File: src/rtl/ram_arb_pkg.sv
// Shared types and parameter defaults for the RAM data-port arbiter.
package ram_arb_pkg;

  localparam int unsigned     ADDR_W_DEF   = 12;
  localparam int unsigned     DATA_W_DEF   = 32;
  localparam logic [11:0]     KBD_ADDR_DEF = 12'd25;

  typedef enum logic {IDLE, RESP} state_t;
  typedef enum logic {OWN_CPU, OWN_IO} owner_t;

endpackage

File: src/rtl/ram_arbiter.sv
// Shares the RAM data port between the CPU load/store unit and the I/O agent:
// fixed CPU priority, starvation guard for I/O, CPU stores to the keyboard word dropped.
module ram_arbiter
  import ram_arb_pkg::*;
#(
  parameter int unsigned       ADDR_W       = ADDR_W_DEF,
  parameter int unsigned       DATA_W       = DATA_W_DEF,
  parameter int unsigned       STARVE_LIMIT = 4,
  parameter logic [ADDR_W-1:0] KBD_ADDR     = ADDR_W'(KBD_ADDR_DEF)
) (
  input  logic              clk,
  input  logic              rst,
  input  logic              cpu_req,
  input  logic              cpu_we,
  input  logic [ADDR_W-1:0] cpu_addr,
  input  logic [DATA_W-1:0] cpu_wdata,
  output logic              cpu_ack,
  output logic [DATA_W-1:0] cpu_rdata,
  input  logic              io_req,
  input  logic              io_we,
  input  logic [ADDR_W-1:0] io_addr,
  input  logic [DATA_W-1:0] io_wdata,
  output logic              io_ack,
  output logic [DATA_W-1:0] io_rdata,
  output logic [ADDR_W-1:0] ram_addr,
  output logic [DATA_W-1:0] ram_wdata,
  output logic              ram_we,
  input  logic [DATA_W-1:0] ram_rdata,
  output logic              busy
);

  localparam int unsigned     CNT_W = $clog2(STARVE_LIMIT + 1);
  localparam logic [CNT_W-1:0] LIMIT = CNT_W'(STARVE_LIMIT);

  state_t              state_q;
  owner_t              owner_q;
  logic                we_q;
  logic [ADDR_W-1:0]   addr_q;
  logic [CNT_W-1:0]    starve_cnt;

  logic                any_req;
  logic                io_wins;
  logic                win_we;
  logic [ADDR_W-1:0]   win_addr;
  logic [DATA_W-1:0]   win_wdata;

  assign any_req   = cpu_req | io_req;
  assign io_wins   = io_req & (~cpu_req | (starve_cnt == LIMIT));
  assign win_addr  = io_wins ? io_addr : cpu_addr;
  assign win_wdata = io_wins ? io_wdata : cpu_wdata;
  // CPU stores to the keyboard word never reach the RAM but are still acked.
  assign win_we    = io_wins ? io_we : (cpu_we & (cpu_addr != KBD_ADDR));

  // Outputs are forced quiet while rst is high, including an aborted RESP.
  always_comb begin
    ram_addr  = '0;
    ram_wdata = '0;
    ram_we    = 1'b0;
    cpu_ack   = 1'b0;
    io_ack    = 1'b0;
    cpu_rdata = '0;
    io_rdata  = '0;
    busy      = 1'b0;
    if (!rst) begin
      case (state_q)
        IDLE: begin
          if (any_req) begin
            ram_addr  = win_addr;
            ram_wdata = win_wdata;
            ram_we    = win_we;
          end
        end
        RESP: begin
          busy     = 1'b1;
          ram_addr = addr_q;
          if (owner_q == OWN_CPU) begin
            cpu_ack = 1'b1;
            if (!we_q) cpu_rdata = ram_rdata;
          end else begin
            io_ack = 1'b1;
            if (!we_q) io_rdata = ram_rdata;
          end
        end
        default: ;
      endcase
    end
  end

  always_ff @(posedge clk) begin
    if (rst) begin
      state_q    <= IDLE;
      owner_q    <= OWN_CPU;
      we_q       <= 1'b0;
      addr_q     <= '0;
      starve_cnt <= '0;
    end else begin
      case (state_q)
        IDLE: begin
          if (!io_req || io_wins) starve_cnt <= '0;
          else if (cpu_req && starve_cnt != LIMIT) starve_cnt <= starve_cnt + CNT_W'(1);
          if (any_req) begin
            state_q <= RESP;
            owner_q <= io_wins ? OWN_IO : OWN_CPU;
            we_q    <= io_wins ? io_we : cpu_we;
            addr_q  <= win_addr;
          end
        end
        RESP:    state_q <= IDLE;
        default: state_q <= IDLE;
      endcase
    end
  end

endmodule

File: config.mk
export PLATFORM = sky130hd
export DESIGN_NAME = ram_arbiter
export DESIGN_NICKNAME = d
export VERILOG_FILES = /design/src/rtl/ram_arb_pkg.sv /design/src/rtl/ram_arbiter.sv
export SDC_FILE = /design/constraint.sdc
export NUM_CORES = 1
export LEC_CHECK = 0
export ABC_AREA = 1
export BUFFER_PORTS_ARGS = -buffer_cell sky130_fd_sc_hd__buf_2
export CORE_AREA = 2 2 92 94
export DETAILED_ROUTE_END_ITERATION = 7
export DIE_AREA = 0 0 94 96
export SETUP_SLACK_MARGIN = 0.3
export SLEW_MARGIN = 5
export SYNTH_ARGS = -nofsm -noshare
export SYNTH_HDL_FRONTEND = slang
export SYNTH_SLANG_ARGS = --single-unit
File: constraint.sdc
create_clock -name clk -period 1.7 [get_ports clk]
set_input_delay 0.085 -clock clk [delete_from_list [all_inputs] [get_ports clk]]
set_output_delay 0.085 -clock clk [all_outputs]
set_load 0.02 [all_outputs]
After elaboration in Yosys (flattened, before gate mapping)
Index checks and enable logic that the tools add are counted.

Add/sub/neg operators: 1. Eq/ne operators: 3. Mux-type cells: 33. Bitwise gates (word level): 6. Reductions and logical operators: 6.

Operators with widths (number): two-way mux 32 bit (11); two-way mux 12 bit (3); case mux 12 bit (2 select lines) (1); two-way mux 1 bit (15); != test 12 x 5 -> 1 bit, second input constant (1); two-way mux 3 bit (2); AND reduction 2 bit (2); adder 3 x 1 -> 3 bit, second input constant (1); equality test 3 bit, second input constant (1); != test 3 bit, second input constant (1); AND 1 bit (2); inverter 1 bit (2); OR 1 bit (2); case mux 1 bit (2 select lines) (1); nonzero test 2 bit (1); logical AND 1 bit (1); logical NOT 1 bit (1); logical OR 1 bit (1).

Register bits: 18. Bits of input ports: 126. Output and inout bits: 112. Logic and storage cells: 54.

Longest topological paths before layout
Gate-level depths: netlist of the first run.

Depth after elaboration: 7. Depth in mapped cells: 9. Gate-level depth less buffers: 9.

Least setup slack after synthesis of the first run
Ideal clock, no wire load.

Kind: register to output. From: reg starve_cnt[0]. To: out ram_wdata[11]. Arrival: 1.417 ns. Required time: 1.615 ns. Slack: 0.198 ns. Stages on the path, launching flop included: 9. Buffers on the path: 1. Cell sequence: dfxtp_1 > inv_1 > ha_1 > nand2_1 > nand2_2 > nand2_2 > buf_2 > nor2_1 > nor2_1.

Cells in the longest elaborated chain, start to end: 7.

Ends and longest elaborated chain: from (decl) (line ram_arbiter.sv:39) `logic [CNT_W-1:0] starve_cnt;`; from (signal assigned) (line ram_arbiter.sv:100) `else if (cpu_req && starve_cnt != LIMIT) starve_cnt <= starve_cnt + CNT_W'(1);`; equality test 3 bit (line ram_arbiter.sv:48) `assign io_wins = io_req & (~cpu_req | (starve_cnt == LIMIT));`; OR 1 bit (line ram_arbiter.sv:48); AND 1 bit (line ram_arbiter.sv:48); two-way mux 32 bit (line ram_arbiter.sv:50) `assign win_wdata = io_wins ? io_wdata : cpu_wdata;`; two-way mux 32 bit (line ram_arbiter.sv:67) `if (any_req) begin`; two-way mux 32 bit (line ram_arbiter.sv:65) `case (state_q)`; two-way mux 32 bit (line ram_arbiter.sv:64) `if (!rst) begin`; to (decl) (line ram_arbiter.sv:26) `output logic [DATA_W-1:0] ram_wdata,`.

No other way between the ends.

Worst setup path after layout of the first run
From: reg starve_cnt[0]. To: out ram_wdata[0].

The elaborated chain is that of the path after synthesis.

==> summary.txt, run 1 <==
Critical-path maximum fanout: 8
CP Data Required Time: 1620 ps
Outcome: finished with violations
Final nets: 765
Hold Path Depth: 5
WS Path Type: reg -> out
Post-synth top area share: 25.7%
Area leader, netlist: nor2_1
Mean Syn Cell Area: 5.11 um^2
Violated checks: negative setup slack
WHS: 180 ps
Worst Path Arrival: 1720 ps
Min cycle time layout: 1810 ps
Final GP Congestion: 0.921
DRT iter0 DRCs: 117
Non-filler cells, final: 741
FP Rows: 33
Final max-slew violation count: 0
VDD IR-drop max: 0.362 mV
Clk slew on worst S/H paths: 70 ps
CTS Buf Count: 3
CTS tree: yes
Initial antenna violation count: 1
Clk_lat worst skew: 250 ps
FF-to-FF Start: starve_cnt[0]$_SDFFE_PP0P_
H-tree levels: 1
Slew margin rel.: 67.5%
Final antenna-violating net count: 0
Final worst-path cycle share: 106%
Yosys reg bits: 18
Power density over cell area: 400 nW/um^2
Post-placement setup slack: 152 ps
Yosys synthesis warning count: 0
Reg2reg end: we_q$_SDFFE_PP0P_
Fmax achieved: 553 MHz
Syn_nets: 513
Router iterations before antenna repair: 4
Cts hold-fix bufs: 0
Clock sink count: 18
Final wirelength: 11,800 um
Initial core utilization: 24.4%
WHS Endpoint: addr_q[3]$_SDFFE_PP0P_
Width of the chip: 94 um
Worst slew pin tran: 486 ps
Multi-input logic area: 2090 um^2
DIE AREA: 9020 um^2
Largest net degree at the start of global routing: 33
Die height: 96 um
Io pins: 238
Most frequent cells in the layout: buf_2, buf_6, buf_4
RSZ-0062 raised after global routing: yes
Number of distinct library cells after synthesis: 22
Port Buffers: 237
Seq/Total Area, Yosys: 18.3%
Cell area after synthesis: 1970 um^2
Worst min-delay path class: in -> reg
Layout cells sized above 1: 68.7%
Nature of the critical path startpoint: register
R2R cell count: 12
Global route overflow: 0
Worst setup startpoint: starve_cnt[0]$_SDFFE_PP0P_
Post-DP HPWL: 6900 um
GRT Total Usage: 19.0%
Root Buffer: clkbuf_8
Final Worst Setup Slack: -107 ps
N_diodes: 0
Setup crit end kind: primary output
Skew final: 1.31 ps
Total number of vias: 3,515
Top cells by area, synth: nor2_1, dfxtp_1, o21ai_0
Drt wl/cell: 16.0 um
First-pass GRT wire length: 13,900 um
Final number of setup-violating endpoints: 40
Setup TNS: -1680 ps
Vias in the first global route: 2,993
Final hold vios: 0
Synthesis-to-layout area growth: 163%
Leak: 2.50 nW
Mapped Cells: 385
Vias/cell: 4.74
Core ar.: 8050 um^2
Fillers: 683
MaxCap Viol Count: 0
Hold Crit Start: cpu_addr[3]
Placed insts: 709
Final Total Pwr: 0.00207 W
Register Area: 368 um^2
R2R setup slack: 220 ps
CTS max path bufs: 2
Most common cell after layout, fill and taps aside: buf_2
Number of remaining DRC errors: 0
[worst max-delay path by stage]
stage | to | slack, ps
final | ram_wdata[0] | -110
after global routing | ram_wdata[0] | -170
after CTS | ram_addr[4] | -40
after detailed placement | ram_addr[10] | 150
after global placement | ram_we | 180
after floorplan | ram_wdata[11] | 270
[flip-flops by register name, summed over array words and instances (netlist names)]
signal	flops
we_q	1
state_q	1
owner_q	1
addr_q	12
starve_cnt	3
[synth_stat cells (all sizes together)]
cell type and number:
nand2 65, a22oi 1, o21ai 59, nand3 29, a21oi 2, dfxtp 18, inv 46, clkbuf 6
nor2 138, buf 19, ha 2
[cell families (layout without fill, tap and decap cells)]
| logic type | count (synthesis) | in the layout | share of synthesized area [%] |
|---|---|---|---|
| buffers and inverters | 71 | 322 | 16.0 |
| AO/OA/AOI/OAI | 62 | 62 | 16.7 |
| flip-flops | 18 | 18 | 18.3 |
| adder cells (fa/ha/maj) | 2 | 2 | 1.27 |
| AND/OR/NAND/NOR | 232 | 232 | 47.8 |
[final cells by class]
type	instances	area share, %
Timing Repair inverter	2	1.16
Tap cell	105	2.54
Sequential cell	18	7.12
Timing Repair Buffer	270	43.6
Multi-Input combinational cell	296	40.4
Inverter	46	4.09
Clock buffer	4	1.06
[per-layer routing]
layer | wire length, um | GRT usage, % | up-vias
li1 | - | - | 1694
met1 | 4520 | 22.6 | 1637
met2 | 6340 | 36.3 | 156
met3 | 751 | 2.66 | 26
met4 | 225 | 4.23 | 2
met5 | 12 | 0 | -
[worst max-delay path, cell delays in order (launching register included)]
cell	delay, ps
dfxtp_2	330
inv_2	80
ha_4	140
nand2_4	60
a21oi_4	180
buf_6	150
buf_16	150
o21ai_4	60
nor2_2	160
buf_6	140
[power breakdown]
| part | switching, W | internal [W] | leakage (nW) |
|---|---|---|---|
| Clock | 0.000146 | 0.000206 | 0.0288 |
| Sequential | 0.0000125 | 0.000455 | 0.150 |
| Combinational | 0.000705 | 0.000545 | 2.33 |
[through the flow]
step	util (%)	instance area [um^2]
CTS	48.1	3870
global route	64.2	5170
detailed placement	41.2	3320
global placement	41.2	3320
floorplan	-	2050
finish	64.2	5170
[what timing repair did]
item	CTS	global route
pin swaps	8	31
buffers inserted	10	7
gates cloned	4	7
gates resized for setup	119	317
endpoints found under the setup margin	118	118
Note: power is estimated with default switching activity, not from simulation.
==> inputs of run 2 (changes only) <==
==> constraint.sdc (replaced) <==
create_clock -name clk -period 1.7 [get_ports clk]
set_input_delay 0.255 -clock clk [delete_from_list [all_inputs] [get_ports clk]]
set_output_delay 0.255 -clock clk [all_outputs]
set_load 0.02 [all_outputs]
==> run 2 against run 1 <==
The run still ends with negative setup slack left. Die area unchanged. Hold slack better by 150 ps. Clock power increased by 3%. Via count up 1.0%. Routed wire length grew 5.3%. Clock skew up 1.7 ps. First-iteration DRC count is 23% lower. Combinational power increased by 14%. Maximum frequency is 4.9% lower. Global-route usage up 5.6 points. Critical path type unchanged. Largest cell class unchanged. Largest power group unchanged.
==> summary.txt, run 2 (same netlist as run 1, synthesis figures left out) <==
DRT iter0 DRCs: 90 (-23%)
Clk slew on worst S/H paths: 70 ps (about the same)
Clk_lat worst skew: 260 ps (about the same)
Register bank with the most flops: addr_q
Worst min-delay path class: in -> reg
Most frequent cells in the layout: buf_2, buf_6, nor2_4
Met3 Wirelength: 666 um (-11%)
Most common cell after layout, fill and taps aside: buf_2
H-tree levels: 1 (unchanged)
Min cycle time layout: 1900 ps (+92.7 ps)
Met1 WL: 4480 um (-0.75%)
Die height: 96 um (unchanged)
Max FFs per register: 12 (unchanged)
R2R setup slack: -30 ps (-250 ps)
WHS: 331 ps (+151 ps)
CTS Buf Count: 3 (unchanged)
Final GP Congestion: 0.848 (-7.9%)
Port Buffers: 237 (unchanged)
Regs by FF count: addr_q (12), starve_cnt (3)
Post-placement setup slack: 58.0 ps (-93.9 ps)
GRT Total Usage: 24.6% (+5.6 points)
FP Rows: 33 (unchanged)
Leak: 2.65 nW (+5.9%)
RSZ-0062 raised after global routing: yes
Number of remaining DRC errors: 0 (unchanged)
First-pass GRT wire length: 17,600 um (+26%)
Largest net degree at the start of global routing: 33 (unchanged)
Initial core utilization: 24.4% (unchanged)
CTS max path bufs: 2 (unchanged)
Skew final: 3.05 ps (+1.74 ps)
Top Layer Used: met4
Vias in the first global route: 3,484 (+16%)
Final nets: 774 (+1.2%)
Final worst-path cycle share: 112% (+5.5 points)
Initial antenna violation count: 1 (unchanged)
Critical-path maximum fanout: 7 (-1)
Final hold vios: 0 (unchanged)
Router iterations before antenna repair: 4 (unchanged)
Violated checks: negative setup slack
Fmax achieved: 526 MHz (-4.9%)
Final Util: 72.6% (+8.4 points)
WS Path Type: reg -> out
Core ar.: 8050 um^2 (unchanged)
Setup crit end kind: primary output
CP Data Required Time: 1440 ps (-180 ps)
CP max stage delay: 330 ps (about the same)
Cells along the critical path: inv_2, ha_4, nand2_4, a21oi_4, buf_12, clkbuf_16, o21ai_2, nor2_4, buf_6
MaxCap Viol Count: 0 (unchanged)
Post-DP HPWL: 7240 um (+4.8%)
WL met2: 6920 um (+9.2%)
Clock sink count: 18 (unchanged)
Final wirelength: 12,500 um (+5.3%)
Final number of setup-violating endpoints: 71 (+78%)
Root Buffer: clkbuf_8
Worst Path Arrival: 1650 ps (-70 ps)
Io pins: 238 (unchanged)
Layout cells sized above 1: 74.7% (+6.0 points)
Slew margin rel.: 74.4% (+6.8 points)
Vias/cell: 4.73 (-0.35%)
Worst slew pin tran: 384 ps (-102 ps)
Total number of vias: 3,550 (+1.0%)
Drt wl/cell: 16.6 um (+3.9%)
Final max-slew violation count: 0 (unchanged)
Power density over cell area: 385 nW/um^2 (-3.8%)
Synthesis-to-layout area growth: 197%
Fillers: 598 (-12%)
Global route overflow: 0 (unchanged)
Final Worst Setup Slack: -200 ps (-92.7 ps)
DIE AREA: 9020 um^2 (unchanged)
Nature of the critical path startpoint: register
Outcome: finished with violations
Slowest cell on crit path: dfxtp_2
VDD IR-drop max: 0.369 mV (+2.1%)
Final antenna-violating net count: 0 (unchanged)
CTS tree: yes
Width of the chip: 94 um (unchanged)
-- run 2: cell types whose count changed in the layout (fill, tap and decap cells not counted), moves of 6 or more --
cell     change
nand2_4      +8
buf_6       +47
o21ai_2     +14
o21ai_1     -17
nor2_2      -31
buf_4       -38
nor2_1      -20
o21ai_0      +6
nor2_4      +51
-- run 2: final timing paths --
check                                               end                        from  depth (start not counted)
worst min register to register        we_q$_SDFFE_PP0P_           we_q$_SDFFE_PP0P_                          2
worst min-delay path            addr_q[11]$_SDFFE_PP0P_                cpu_addr[11]                          5
worst max-delay path                      ram_wdata[20]  starve_cnt[0]$_SDFFE_PP0P_                          9
worst max register to register        we_q$_SDFFE_PP0P_  starve_cnt[0]$_SDFFE_PP0P_                         14
-- run 2: area by class of cell --
cell class              instances  area [um^2]  share of cell area [%]
flip-flops and latches         18          365                    6.25
diodes                          1         2.50                  0.0428
repair buffers                281         2610                    44.6
multi-input cells             296         2500                    42.8
clock buffers                   4         55.1                   0.942
inverters                      46          185                    3.17
well taps                     105          131                    2.25
-- run 2: repair_timing --
action / in CTS / in global routing
gates resized for setup: 316 / 78
hold endpoints to repair: 0 / 0
setup endpoints to repair: 110 / 114
pin swaps: 4 / 31
cloned: 7 / 5
hold buffers: 0 / 0
buffers inserted: 11 / 6
-- run 2: per-layer routing --
| metal | global-route usage [%] | vias to the layer above |
|---|---|---|
| met2 | 46.4 | 158 |
| met1 | 28.0 | 1650 |
| met5 | 0 | - |
| met4 | 7.97 | 0 |
| li1 | - | 1706 |
| met3 | 4.54 | 36 |
-- run 2: metrics by stage --
stage / cells / instance area (um^2) / power [W] / setup TNS, ps
detailed placement: 717 / 3920 / 0.00143 / 0
CTS: 739 / 5360 / 0.00210 / -7080
floorplan: 385 / 2560 / 0.00108 / 0
finish: 751 / 5850 / 0.00225 / -7920
global route: 751 / 5850 / 0.00237 / -13060
global placement: 717 / 3920 / 0.00142 / 0
-- run 2: critical path: cells and delay by family, from the launching register on --
family,cells,cell delay [ps]
adder cells (fa/ha/maj),1,140
AND/OR/NAND/NOR,2,150
flip-flops,1,330
AO/OA/AOI/OAI,2,250
buffers and inverters,4,530
-- run 2: report_power, final --
group | internal [W] | switching, W
clock network | 0.000206 | 0.000155
logic | 0.000628 | 0.000795
registers | 0.000455 | 0.0000109
